===== src/rtl/traffic_light_pkg.sv =====
// Shared definitions for the traffic-light lamp driver and its safety monitor:
// light codes, lamp patterns, fault codes, monitor states and helper functions.
package traffic_light_pkg;

  localparam logic [1:0] LT_RED     = 2'b00;
  localparam logic [1:0] LT_YELLOW  = 2'b01;
  localparam logic [1:0] LT_GREEN   = 2'b10;
  localparam logic [1:0] LT_ILLEGAL = 2'b11;

  localparam logic [2:0] LAMP_R   = 3'b100;
  localparam logic [2:0] LAMP_Y   = 3'b010;
  localparam logic [2:0] LAMP_G   = 3'b001;
  localparam logic [2:0] LAMP_OFF = 3'b000;

  typedef enum logic [1:0] {
    FLT_NONE     = 2'b00,
    FLT_CODE     = 2'b01,
    FLT_CONFLICT = 2'b10,
    FLT_SEQ      = 2'b11
  } fault_code_t;

  typedef enum logic [2:0] {
    INIT,
    NORMAL,
    FLASH_ON,
    FLASH_OFF,
    RECOVER
  } mon_state_t;

  // A direction may hold its colour or advance G->Y->R->G; anything else is a skip.
  function automatic logic legal_step(input logic [1:0] prev, input logic [1:0] cur);
    legal_step = (prev == cur) ||
                 (prev == LT_GREEN  && cur == LT_YELLOW) ||
                 (prev == LT_YELLOW && cur == LT_RED) ||
                 (prev == LT_RED    && cur == LT_GREEN);
  endfunction

  // Light code to one-hot lamp pattern; the illegal code falls back to red.
  function automatic logic [2:0] decode_lamp(input logic [1:0] code);
    case (code)
      LT_RED:    decode_lamp = LAMP_R;
      LT_YELLOW: decode_lamp = LAMP_Y;
      LT_GREEN:  decode_lamp = LAMP_G;
      default:   decode_lamp = LAMP_R;
    endcase
  endfunction

endpackage


===== src/rtl/light_monitor_driver_if.sv =====
// Bus between the sequencer side and the lamp driver.
// Optional macro FAULT_COUNT_EN adds the fault_cnt signal.
interface light_monitor_driver_if;
  import traffic_light_pkg::*;

  logic [1:0] ns_light;
  logic [1:0] ew_light;
  logic       fault_clr;
  logic [2:0] ns_lamp;
  logic [2:0] ew_lamp;
  logic       fault;
  logic [1:0] fault_code;
`ifdef FAULT_COUNT_EN
  logic [7:0] fault_cnt;
`endif

  modport master (
    output ns_light, ew_light, fault_clr,
    input  ns_lamp, ew_lamp, fault, fault_code
`ifdef FAULT_COUNT_EN
    , input fault_cnt
`endif
  );

  modport slave (
    input  ns_light, ew_light, fault_clr,
    output ns_lamp, ew_lamp, fault, fault_code
`ifdef FAULT_COUNT_EN
    , output fault_cnt
`endif
  );

endinterface


===== src/rtl/blink_timer.sv =====
// Restartable cycle timer: done is high during the Nth cycle after a restart,
// where N is given by len. Shared by the flash half-period and the recovery wait.
module blink_timer #(
  parameter int W = 4
) (
  input  logic         clk,
  input  logic         rst_n,
  input  logic         restart,
  input  logic [W-1:0] len,
  output logic         done
);

  logic [W-1:0] cnt;

  // Count elapsed cycles, returning to zero on restart.
  always_ff @(posedge clk) begin
    if (!rst_n) begin
      cnt <= '0;
    end else if (restart) begin
      cnt <= '0;
    end else begin
      cnt <= cnt + 1'b1;
    end
  end

  assign done = (cnt == len - 1'b1);

endmodule


===== src/rtl/light_monitor_driver.sv =====
// Lamp driver with safety monitor for the traffic-light sequencer output.
// Two-stage pipeline (sample, lamp). Any illegal code, conflicting non-red or
// phase skip latches a fault code and forces flashing red until an operator
// clear and a timed all-red recovery. BLINK_HALF must be at least 1.
// Optional macro FAULT_COUNT_EN adds a saturating count of fault entries.
module light_monitor_driver
  import traffic_light_pkg::*;
#(
  parameter int BLINK_HALF = 4
) (
  input logic                   clk,
  input logic                   rst_n,
  light_monitor_driver_if.slave bus
);

  localparam int TW = $clog2(2 * BLINK_HALF) + 1;
  localparam logic [TW-1:0] HALF_LEN = TW'(BLINK_HALF);
  localparam logic [TW-1:0] REC_LEN  = TW'(2 * BLINK_HALF);

  logic [1:0]  ns_q, ew_q, ns_p, ew_p;
  mon_state_t  state;
  logic        prev_valid;
  fault_code_t chk;
  logic        in_flash;
  logic        tmr_restart;
  logic        tmr_done;
  logic [TW-1:0] tmr_len;

  // Stage 1: sample the incoming codes and keep the previous sample for step checks.
  always_ff @(posedge clk) begin
    if (!rst_n) begin
      ns_q <= LT_RED;
      ew_q <= LT_RED;
      ns_p <= LT_RED;
      ew_p <= LT_RED;
    end else begin
      ns_q <= bus.ns_light;
      ew_q <= bus.ew_light;
      ns_p <= ns_q;
      ew_p <= ew_q;
    end
  end

  // Safety checks on the sampled codes, highest-priority fault wins.
  always_comb begin
    chk = FLT_NONE;
    if (ns_q == LT_ILLEGAL || ew_q == LT_ILLEGAL) begin
      chk = FLT_CODE;
    end else if (ns_q != LT_RED && ew_q != LT_RED) begin
      chk = FLT_CONFLICT;
    end else if (prev_valid && (!legal_step(ns_p, ns_q) || !legal_step(ew_p, ew_q))) begin
      chk = FLT_SEQ;
    end
  end

  assign in_flash    = (state == FLASH_ON) || (state == FLASH_OFF);
  assign tmr_len     = (state == RECOVER) ? REC_LEN : HALF_LEN;
  // The timer is held at zero outside timed states and restarts on every timed transition.
  assign tmr_restart = !(in_flash || state == RECOVER) || tmr_done || (in_flash && bus.fault_clr);

  blink_timer #(.W(TW)) u_timer (
    .clk     (clk),
    .rst_n   (rst_n),
    .restart (tmr_restart),
    .len     (tmr_len),
    .done    (tmr_done)
  );

  // Monitor FSM with registered lamps, fault flag and latched fault code.
  always_ff @(posedge clk) begin
    if (!rst_n) begin
      state          <= INIT;
      prev_valid     <= 1'b0;
      bus.ns_lamp    <= LAMP_R;
      bus.ew_lamp    <= LAMP_R;
      bus.fault      <= 1'b0;
      bus.fault_code <= FLT_NONE;
    end else begin
      case (state)
        INIT: begin
          state       <= NORMAL;
          prev_valid  <= 1'b0;
          bus.ns_lamp <= LAMP_R;
          bus.ew_lamp <= LAMP_R;
        end
        NORMAL: begin
          if (chk != FLT_NONE) begin
            state          <= FLASH_ON;
            bus.fault      <= 1'b1;
            bus.fault_code <= chk;
            bus.ns_lamp    <= LAMP_R;
            bus.ew_lamp    <= LAMP_R;
          end else begin
            prev_valid  <= 1'b1;
            bus.ns_lamp <= decode_lamp(ns_q);
            bus.ew_lamp <= decode_lamp(ew_q);
          end
        end
        FLASH_ON: begin
          if (bus.fault_clr) begin
            state       <= RECOVER;
            bus.fault   <= 1'b0;
            bus.ns_lamp <= LAMP_R;
            bus.ew_lamp <= LAMP_R;
          end else if (tmr_done) begin
            state       <= FLASH_OFF;
            bus.ns_lamp <= LAMP_OFF;
            bus.ew_lamp <= LAMP_OFF;
          end
        end
        FLASH_OFF: begin
          if (bus.fault_clr) begin
            state       <= RECOVER;
            bus.fault   <= 1'b0;
            bus.ns_lamp <= LAMP_R;
            bus.ew_lamp <= LAMP_R;
          end else if (tmr_done) begin
            state       <= FLASH_ON;
            bus.ns_lamp <= LAMP_R;
            bus.ew_lamp <= LAMP_R;
          end
        end
        RECOVER: begin
          bus.ns_lamp <= LAMP_R;
          bus.ew_lamp <= LAMP_R;
          if (tmr_done) begin
            state          <= NORMAL;
            prev_valid     <= 1'b0;
            bus.fault_code <= FLT_NONE;
          end
        end
        default: begin
          state       <= INIT;
          bus.ns_lamp <= LAMP_R;
          bus.ew_lamp <= LAMP_R;
        end
      endcase
    end
  end

`ifdef FAULT_COUNT_EN
  // Count NORMAL to FLASH_ON entries, saturating; only reset clears it.
  always_ff @(posedge clk) begin
    if (!rst_n) begin
      bus.fault_cnt <= 8'd0;
    end else if (state == NORMAL && chk != FLT_NONE && bus.fault_cnt != 8'hFF) begin
      bus.fault_cnt <= bus.fault_cnt + 8'd1;
    end
  end
`endif

endmodule


===== src/flat_wrapper.sv =====
// flat-port wrapper written by rule: the top's interface ports become plain ports
module light_monitor_driver_flat import traffic_light_pkg::*;
#(
  parameter int BLINK_HALF = 4
)
  (clk, rst_n, bus_ns_light, bus_ew_light, bus_fault_clr, bus_ns_lamp, bus_ew_lamp, bus_fault, bus_fault_code);
  light_monitor_driver_if bus_i ();
  input logic clk;
  input logic rst_n;
  input wire logic [$bits(bus_i.ns_light)-1:0] bus_ns_light;
  input wire logic [$bits(bus_i.ew_light)-1:0] bus_ew_light;
  input wire logic [$bits(bus_i.fault_clr)-1:0] bus_fault_clr;
  output wire logic [$bits(bus_i.ns_lamp)-1:0] bus_ns_lamp;
  output wire logic [$bits(bus_i.ew_lamp)-1:0] bus_ew_lamp;
  output wire logic [$bits(bus_i.fault)-1:0] bus_fault;
  output wire logic [$bits(bus_i.fault_code)-1:0] bus_fault_code;
  assign bus_i.ns_light = bus_ns_light;
  assign bus_i.ew_light = bus_ew_light;
  assign bus_i.fault_clr = bus_fault_clr;
  assign bus_ns_lamp = bus_i.ns_lamp;
  assign bus_ew_lamp = bus_i.ew_lamp;
  assign bus_fault = bus_i.fault;
  assign bus_fault_code = bus_i.fault_code;
  light_monitor_driver #(.BLINK_HALF(BLINK_HALF)) u_core (.clk(clk), .rst_n(rst_n), .bus(bus_i));
endmodule

===== config.mk =====
export PLATFORM = sky130hd
export DESIGN_NAME = light_monitor_driver_flat
export DESIGN_NICKNAME = d
export VERILOG_FILES = /design/src/rtl/traffic_light_pkg.sv /design/src/rtl/light_monitor_driver_if.sv /design/src/rtl/blink_timer.sv /design/src/rtl/light_monitor_driver.sv /design/src/flat_wrapper.sv
export SDC_FILE = /design/constraint.sdc
export NUM_CORES = 1
export LEC_CHECK = 0
export BUFFER_PORTS_ARGS = -buffer_cell sky130_fd_sc_hd__buf_2
export CORE_ASPECT_RATIO = 1.4
export CORE_MARGIN = 2
export CORE_UTILIZATION = 30
export DETAILED_ROUTE_END_ITERATION = 8
export SYNTH_ARGS = -nofsm -noshare
export SYNTH_HDL_FRONTEND = slang
export SYNTH_SLANG_ARGS = --single-unit

===== constraint.sdc =====
create_clock -name clk -period 2.5 [get_ports clk]
set_input_delay 0.25 -clock clk [delete_from_list [all_inputs] [get_ports clk]]
set_output_delay 0.25 -clock clk [all_outputs]
set_load 0.01 [all_outputs]

==> results of run 1 <==
==> Yosys cell counts (2+ instances only) <==
| cell | n |
|---|---|
| a21oi_1 | 3 |
| or3b_1 | 3 |
| mux2i_1 | 6 |
| ha_1 | 10 |
| nand2_1 | 6 |
| nor2_1 | 10 |
| dfxtp_1 | 25 |
| clkbuf_1 | 2 |
| o21ai_0 | 8 |
| o2bb2ai_1 | 2 |
| a21boi_0 | 3 |
| inv_1 | 5 |
| a32oi_1 | 6 |
| nor2b_1 | 4 |
| and2_1 | 9 |
| nand3b_1 | 4 |
| o22ai_1 | 2 |
| xor2_1 | 5 |
==> flip-flops by register name (all words and copies together), names as in the netlist <==
register / count
u_core.ew_q: 2
u_core.ew_p: 2
u_core.u_timer.cnt: 4
u_core.bus.fault_code: 2
u_core.bus.fault: 1
u_core.ns_p: 2
u_core.prev_valid: 1
u_core.bus.ns_lamp: 3
u_core.state: 3
u_core.ns_q: 2
u_core.bus.ew_lamp: 3
==> worst max-delay path, cell delays in order (launching register included) <==
cell	delay (ns)
dfxtp_1	0.36
ha_1	0.23
or3b_1	0.38
mux2i_2	0.35
a21oi_2	0.12
nor4b_4	0.29
a32oi_1	0.07
==> cell type report <==
| class | count | area, sq um | share of cell area, % |
|---|---|---|---|
| multi-input combinational | 98 | 751 | 51.6 |
| sequential | 25 | 500 | 34.4 |
| timing repair buffer | 16 | 82.6 | 5.67 |
| tap | 45 | 56.3 | 3.87 |
| clock buffer | 3 | 41.3 | 2.84 |
| inverter | 5 | 18.8 | 1.29 |
| clock inverter | 1 | 5.00 | 0.344 |
==> cell families after synthesis <==
logic type | after synthesis
simple gates | 44
compound gates | 31
flops | 25
fa+ha+maj | 10
buf+inv | 8
mux | 7
xor+xnor | 6
==> worst paths after layout <==
kind	cells after the start	end	from
worst max register to register	6	u_core.bus.ns_lamp[2]$_SDFFE_PN1P_	u_core.u_timer.cnt[0]$_SDFF_PP0_
worst max-delay path	6	u_core.bus.ns_lamp[2]$_SDFFE_PN1P_	u_core.u_timer.cnt[0]$_SDFF_PP0_
worst min-delay path	2	u_core.ew_q[0]$_SDFF_PN0_	bus_ew_light[0]
worst min register to register	1	u_core.u_timer.cnt[0]$_SDFF_PP0_	u_core.u_timer.cnt[0]$_SDFF_PP0_
==> cells in the final DEF, fill, tap and decap left out, types with 2 or more instances in the layout <==
cell type and n:
and2_1 9, o22ai_1 2, clkbuf_8 3, nand2_1 6, xor2_1 5, dfxtp_1 25, nor2b_1 4, o21ai_0 8
a32oi_1 6, or3b_1 3, buf_2 15, o2bb2ai_1 2, ha_1 10, inv_1 5, mux2i_1 6, nor2_1 10
a21boi_0 3, a21oi_1 3, nand3b_1 4
==> per-layer routing <==
metal | vias to the layer above | track usage [%] | wire length (microns)
li1 | 506 | - | -
met1 | 467 | 14.2 | 1130
met2 | 20 | 22.7 | 1390
met3 | 5 | 2.07 | 117
met4 | 0 | 6.14 | 58
met5 | - | 0 | 0
==> through the flow <==
stage | hold WS, ns | setup slack (ns) | instances
6_report | 0.182 | 0.577 | 193
5_1_grt | 0.191 | 0.393 | 193
4_1_cts | 0.176 | 0.561 | 193
3_5_place_dp | 0.441 | 0.588 | 189
3_3_place_gp | 0.430 | 0.604 | 189
2_1_floorplan | 0.377 | 0.704 | 131
==> power by group <==
part	internal [mW]	switching [mW]	leakage (nW)
registers	0.445	0.0616	0.204
clock network	0.112	0.131	0.0255
logic	0.129	0.155	0.365
total	0.685	0.347	0.595
==> out/qor.txt, run 1 <==
Synth area leaders - dfxtp_1 39%, ha_1 9.8%, mux2i_1 4.7%
Yosys Warn Count - 0
largest family of logic cells by synthesized area - simple AND/OR/NAND/NOR gates
Post-DP Area - 1410 sq um
Final Skew - 0.00739 ns
clk_lat worst skew - 0.27 ns
Worst Setup End Kind - flip-flop
Seq/Total Area, Yosys - 39.0%
CTS max path bufs - 2
Placer Congestion - 0.766
status - finished clean
Worst VDD drop - 0.397 mV
Synth async-reset ratio - 0%
Final min period - 1.92 ns
share of cells above drive strength 1 - 16.9%
GRT Resource Usage Total - 12.7%
HPWL Detailed - 2.10 mm
routed len/inst - 14.0 microns
Final nets - 166
CP Launch Type - flip-flop
Fin. Hold Viols - 0
I/O Buffers - 15
CTS root buffer - clkbuf_8
mean post-synth cell area - 9.79 sq um
biggest fanout along the worst timing path - 5
hold_buf cts - 0
DIE WIDTH - 59.3 microns
final core occ - 34.9%
Design Area, Final - 1460 sq um
synthesized flop and latch total - 25
Netlist cell types - 36
CTS clk-pin slew, worst paths - 0.09 ns
CORE AREA - 4170 sq um
Post-synth EDFFs - 0
unrepaired setup endpoints after global routing - no
total of max-cap violations - 0
Synth Area in Adders - 9.76%
required time worst endpoint - 2.66 ns
number of setup violations in the final report - 0
final period utilization - 76.9%
Die Height - 81.4 microns
DRC viols - 0
Simple-Gate Fraction of Synth Area - 22.0%
Ant. Diodes - 0
# rows - 28
initial antenna violation count - 0
ANT nets after route - 0
TritonCTS Buffers - 3
Ports - 16
DRT iter0 DRCs - 20
first drt pass iteration count - 4
vias post-DR - 998
XOR/XNOR share of the synthesized area - 4.10%
largest net degree at the start of global routing - 26
Synth Area in Compound Gates - 17.0%
mux share of post-synthesis cell area - 5.76%
vias in the first global route - 1029
total wire length - 2.70 mm
Layout area overhead - 13.5%
H-Tree Depth - 1
Final Total Pwr - 1.03 mW
post_cts resized - 0
Least-Margin Pin Slew - 0.592 ns
first-pass GRT wire length - 4.70 mm
critical path class - flip-flop to flip-flop
Via density - 5.17
clk sink count - 25
top cell type's share of synthesized area - 39.0%
Static Leak - 0.595 nW
top_reg_cell synth - dfxtp_1
synthesized cell area - 1280 sq um
CTS tree - built
relative slew slack - 60.4%
syn nets - 148
Setup Fix Bufs, Post-CTS - 0
area leader, netlist - dfxtp_1
pwr dens - 710 nW/um^2
crit path DAT - 2.08 ns
full die area - 4820 sq um
Worst Hold Class - primary input to flip-flop
Peak Freq - 520 MHz
Final Max Tran Viols - 0
r2r setup slk - 0.58 ns
cells after synthesis - 131
post-route setup TNS - 0 ns
GRT overflow - 0
Fillers - 433
initial core utilization - 30.8%
Power figures use the tool's default switching activity.
==> run 2, diff against run 1 <==
Clock period 2.5 ns to 1.8 ns, I/O delays scaled along.
==> run 2 against run 1 <==
Net effect:
- critical path depth is the same
- clock skew fell by 0.0018 ns
- die area unchanged
- clock power up 38%
- sequential power up 39%
- highest routed layer unchanged
- via count increased by 10%
- cell count grew 6.2%
- count of clock-buffer cells in the layout is 1 higher
- sequential share of layout area fell by 2.7 points
- first-iteration DRC count grew 75%
- core utilization grew 3.5 points
- critical endpoint is now u_core.bus.ew_lamp[2]$_SDFFE_PN1P_
- largest cell class unchanged
==> out/qor.txt, run 2 (synthesis results as in run 1) <==
Fin. Hold Viols - 0 (unchanged)
status - finished clean (unchanged)
Hold Path Stages - 2 (unchanged)
Hold WS - 0.114 ns (was 0.182 ns)
ANT nets after route - 0 (unchanged)
most common cell after layout, fill and taps aside - dfxtp_1 (unchanged)
crit-path cells - ha_4, or3b_4, mux2i_4, a21oi_2, nor4b_4, a32oi_1 (was ha_1, or3b_1, mux2i_2, a21oi_2, nor4b_4, a32oi_1)
Final nets - 178 (was 166)
total wire length - 3.09 mm (was 2.70 mm)
relative slew slack - 75.3% (was 60.4%)
# rows - 28 (unchanged)
most frequent cells in the layout - 19 x dfxtp_1, 15 x buf_2, 13 x buf_4 (was 25 x dfxtp_1, 15 x buf_2, 10 x nor2_1, 10 x ha_1, 9 x and2_1)
DRC viols - 0 (unchanged)
critical path class - flip-flop to flip-flop (unchanged)
hold wc startpoint - bus_ns_light[0] (was bus_ew_light[0])
Design Area, Final - 1600 sq um (was 1460 sq um)
worst r2r path cells - 6 (unchanged)
hold worst-path end - u_core.ns_q[0]$_SDFF_PN0_ (was u_core.ew_q[0]$_SDFF_PN0_)
Ports - 16 (unchanged)
HPWL Detailed - 2.29 mm (was 2.10 mm)
unrepaired setup endpoints after global routing - yes (was no)
max FFs per register - 4 (unchanged)
initial core utilization - 30.8% (unchanged)
first drt pass iteration count - 4 (unchanged)
GRT Resource Usage Total - 13.7% (was 12.7%)
Final Total Pwr - 1.52 mW (was 1.03 mW)
number of setup violations in the final report - 0 (unchanged)
biggest fanout along the worst timing path - 4 (was 5)
Worst Hold Class - primary input to flip-flop (unchanged)
hold_buf cts - 0 (unchanged)
vias post-DR - 1098 (was 998)
CP max stage delay - 0.37 ns (was 0.38 ns)
required time worst endpoint - 1.95 ns (was 2.66 ns)
CORE AREA - 4170 sq um (unchanged)
total of max-cap violations - 0 (unchanged)
largest net degree at the start of global routing - 26 (unchanged)
DIE WIDTH - 59.3 microns (unchanged)
routed len/inst - 15.1 microns (was 14.0 microns)
Peak Freq - 587 MHz (was 520 MHz)
clk sink count - 25 (unchanged)
H-Tree Depth - 1 (unchanged)
Static Leak - 0.662 nW (was 0.595 nW)
initial antenna violation count - 0 (unchanged)
pwr dens - 951 nW/um^2 (was 710 nW/um^2)
Slowest-stage cell, CP - or3b_4 (was or3b_1)
CTS tree - built (unchanged)
Die Height - 81.4 microns (unchanged)
Post-DP Area - 1480 sq um (was 1410 sq um)
share of cells above drive strength 1 - 31.9% (was 16.9%)
Fillers - 409 (was 433)
crit path DAT - 1.85 ns (was 2.08 ns)
Largest Register - u_core.u_timer.cnt (unchanged)
I/O Buffers - 15 (unchanged)
Via density - 5.36 (was 5.17)
CP Launch Type - flip-flop (unchanged)
Critical R2R Launch - u_core.u_timer.cnt[0]$_SDFF_PP0_ (unchanged)
CTS max path bufs - 2 (unchanged)
Placer Congestion - 0.790 (was 0.766)
r2r setup slk - 0.1 ns (was 0.58 ns)
Final Max Tran Viols - 0 (unchanged)
vias in the first global route - 1126 (was 1029)
first-pass GRT wire length - 5.04 mm (was 4.70 mm)
CTS clk-pin slew, worst paths - 0.09 ns (about the same)
Worst Setup End Kind - flip-flop (unchanged)
DRT iter0 DRCs - 35 (was 20)
Ant. Diodes - 0 (unchanged)
CTS root buffer - clkbuf_8 (unchanged)
Layout area overhead - 24.8% (was 13.5%)
Final min period - 1.70 ns (was 1.92 ns)
end of the worst register-to-register path - u_core.bus.ew_lamp[2]$_SDFFE_PN1P_ (was u_core.bus.ns_lamp[2]$_SDFFE_PN1P_)
TritonCTS Buffers - 3 (unchanged)
full die area - 4820 sq um (unchanged)
final period utilization - 94.7% (was 76.9%)
GRT overflow - 0 (unchanged)
clk_lat worst skew - 0.27 ns (about the same)
Least-Margin Pin Slew - 0.371 ns (was 0.592 ns)
Final Skew - 0.00559 ns (was 0.00739 ns)
post-route setup TNS - 0 ns (unchanged)
Worst VDD drop - 0.574 mV (was 0.397 mV)
run 2: cell types whose count changed in the layout (fill, tap and decap cells not counted), sizes merged:
cell,before,now
buf,16,28
clkbuf,3,4
clkinv,1,0
run 2: metal layers:
layer	vias to the layer above	GRT usage, %	part of all wire (%)
met1	532	14.2	41
met2	31	25.3	53
met3	8	2.39	3.5
li1	527	-	-
met5	-	0	0
met4	0	7.27	2.3
run 2: final cells by class:
type	instances	area, sq um	area share (%)
multi-input cells	98	800	50.0
repair buffers	28	173	10.8
inverters	5	18.8	1.17
well taps	45	56.3	3.52
flip-flops and latches	25	508	31.7
clock buffers	4	45.0	2.81
run 2: where the power goes:
group          internal (mW)  leakage [nW]  switching [mW]  total (mW)
Combinational          0.237         0.433           0.249       0.486
Clock                  0.158        0.0228           0.175       0.333
Sequential             0.623         0.206          0.0801       0.703
run 2: worst max path at each step:
stage / cells after the start / start / endpoint
final: 6 / u_core.u_timer.cnt[0]$_SDFF_PP0_ / u_core.bus.ew_lamp[2]$_SDFFE_PN1P_
after global placement: 6 / u_core.u_timer.cnt[0]$_SDFF_PP0_ / u_core.bus.ns_lamp[2]$_SDFFE_PN1P_
after floorplan: 6 / u_core.ns_q[0]$_SDFF_PN0_ / u_core.state[0]$_SDFFE_PN0P_
after detailed placement: 6 / u_core.u_timer.cnt[0]$_SDFF_PP0_ / u_core.bus.ew_lamp[2]$_SDFFE_PN1P_
after global routing: 7 / u_core.ew_q[0]$_SDFF_PN0_ / u_core.bus.ew_lamp[0]$_SDFFE_PN0P_
after CTS: 7 / u_core.ns_q[0]$_SDFF_PN0_ / u_core.bus.ew_lamp[0]$_SDFFE_PN0P_
run 2: repair_timing:
action | in CTS | in global routing
setup buffers | 0 | 2
pin swaps | 0 | 6
setup endpoints to repair | 3 | 11
resized for setup | 2 | 17
run 2: critical path, delay by kind of cell (launching register included):
kind,cells,cell delay [ns]
compound gates,2,0.20
fa+ha+maj,1,0.13
flops,1,0.36
mux,1,0.22
simple gates,2,0.68
run 2: through the flow:
stage | util, % | setup WS, ns | cells
after global placement | 35.6 | 0.0573 | 199
after detailed placement | 35.6 | -0.00819 | 199
after CTS | 37.0 | 0.0167 | 203
after floorplan | - | 0.00448 | 131
final | 38.4 | 0.0960 | 205
after global routing | 38.4 | -0.0510 | 205
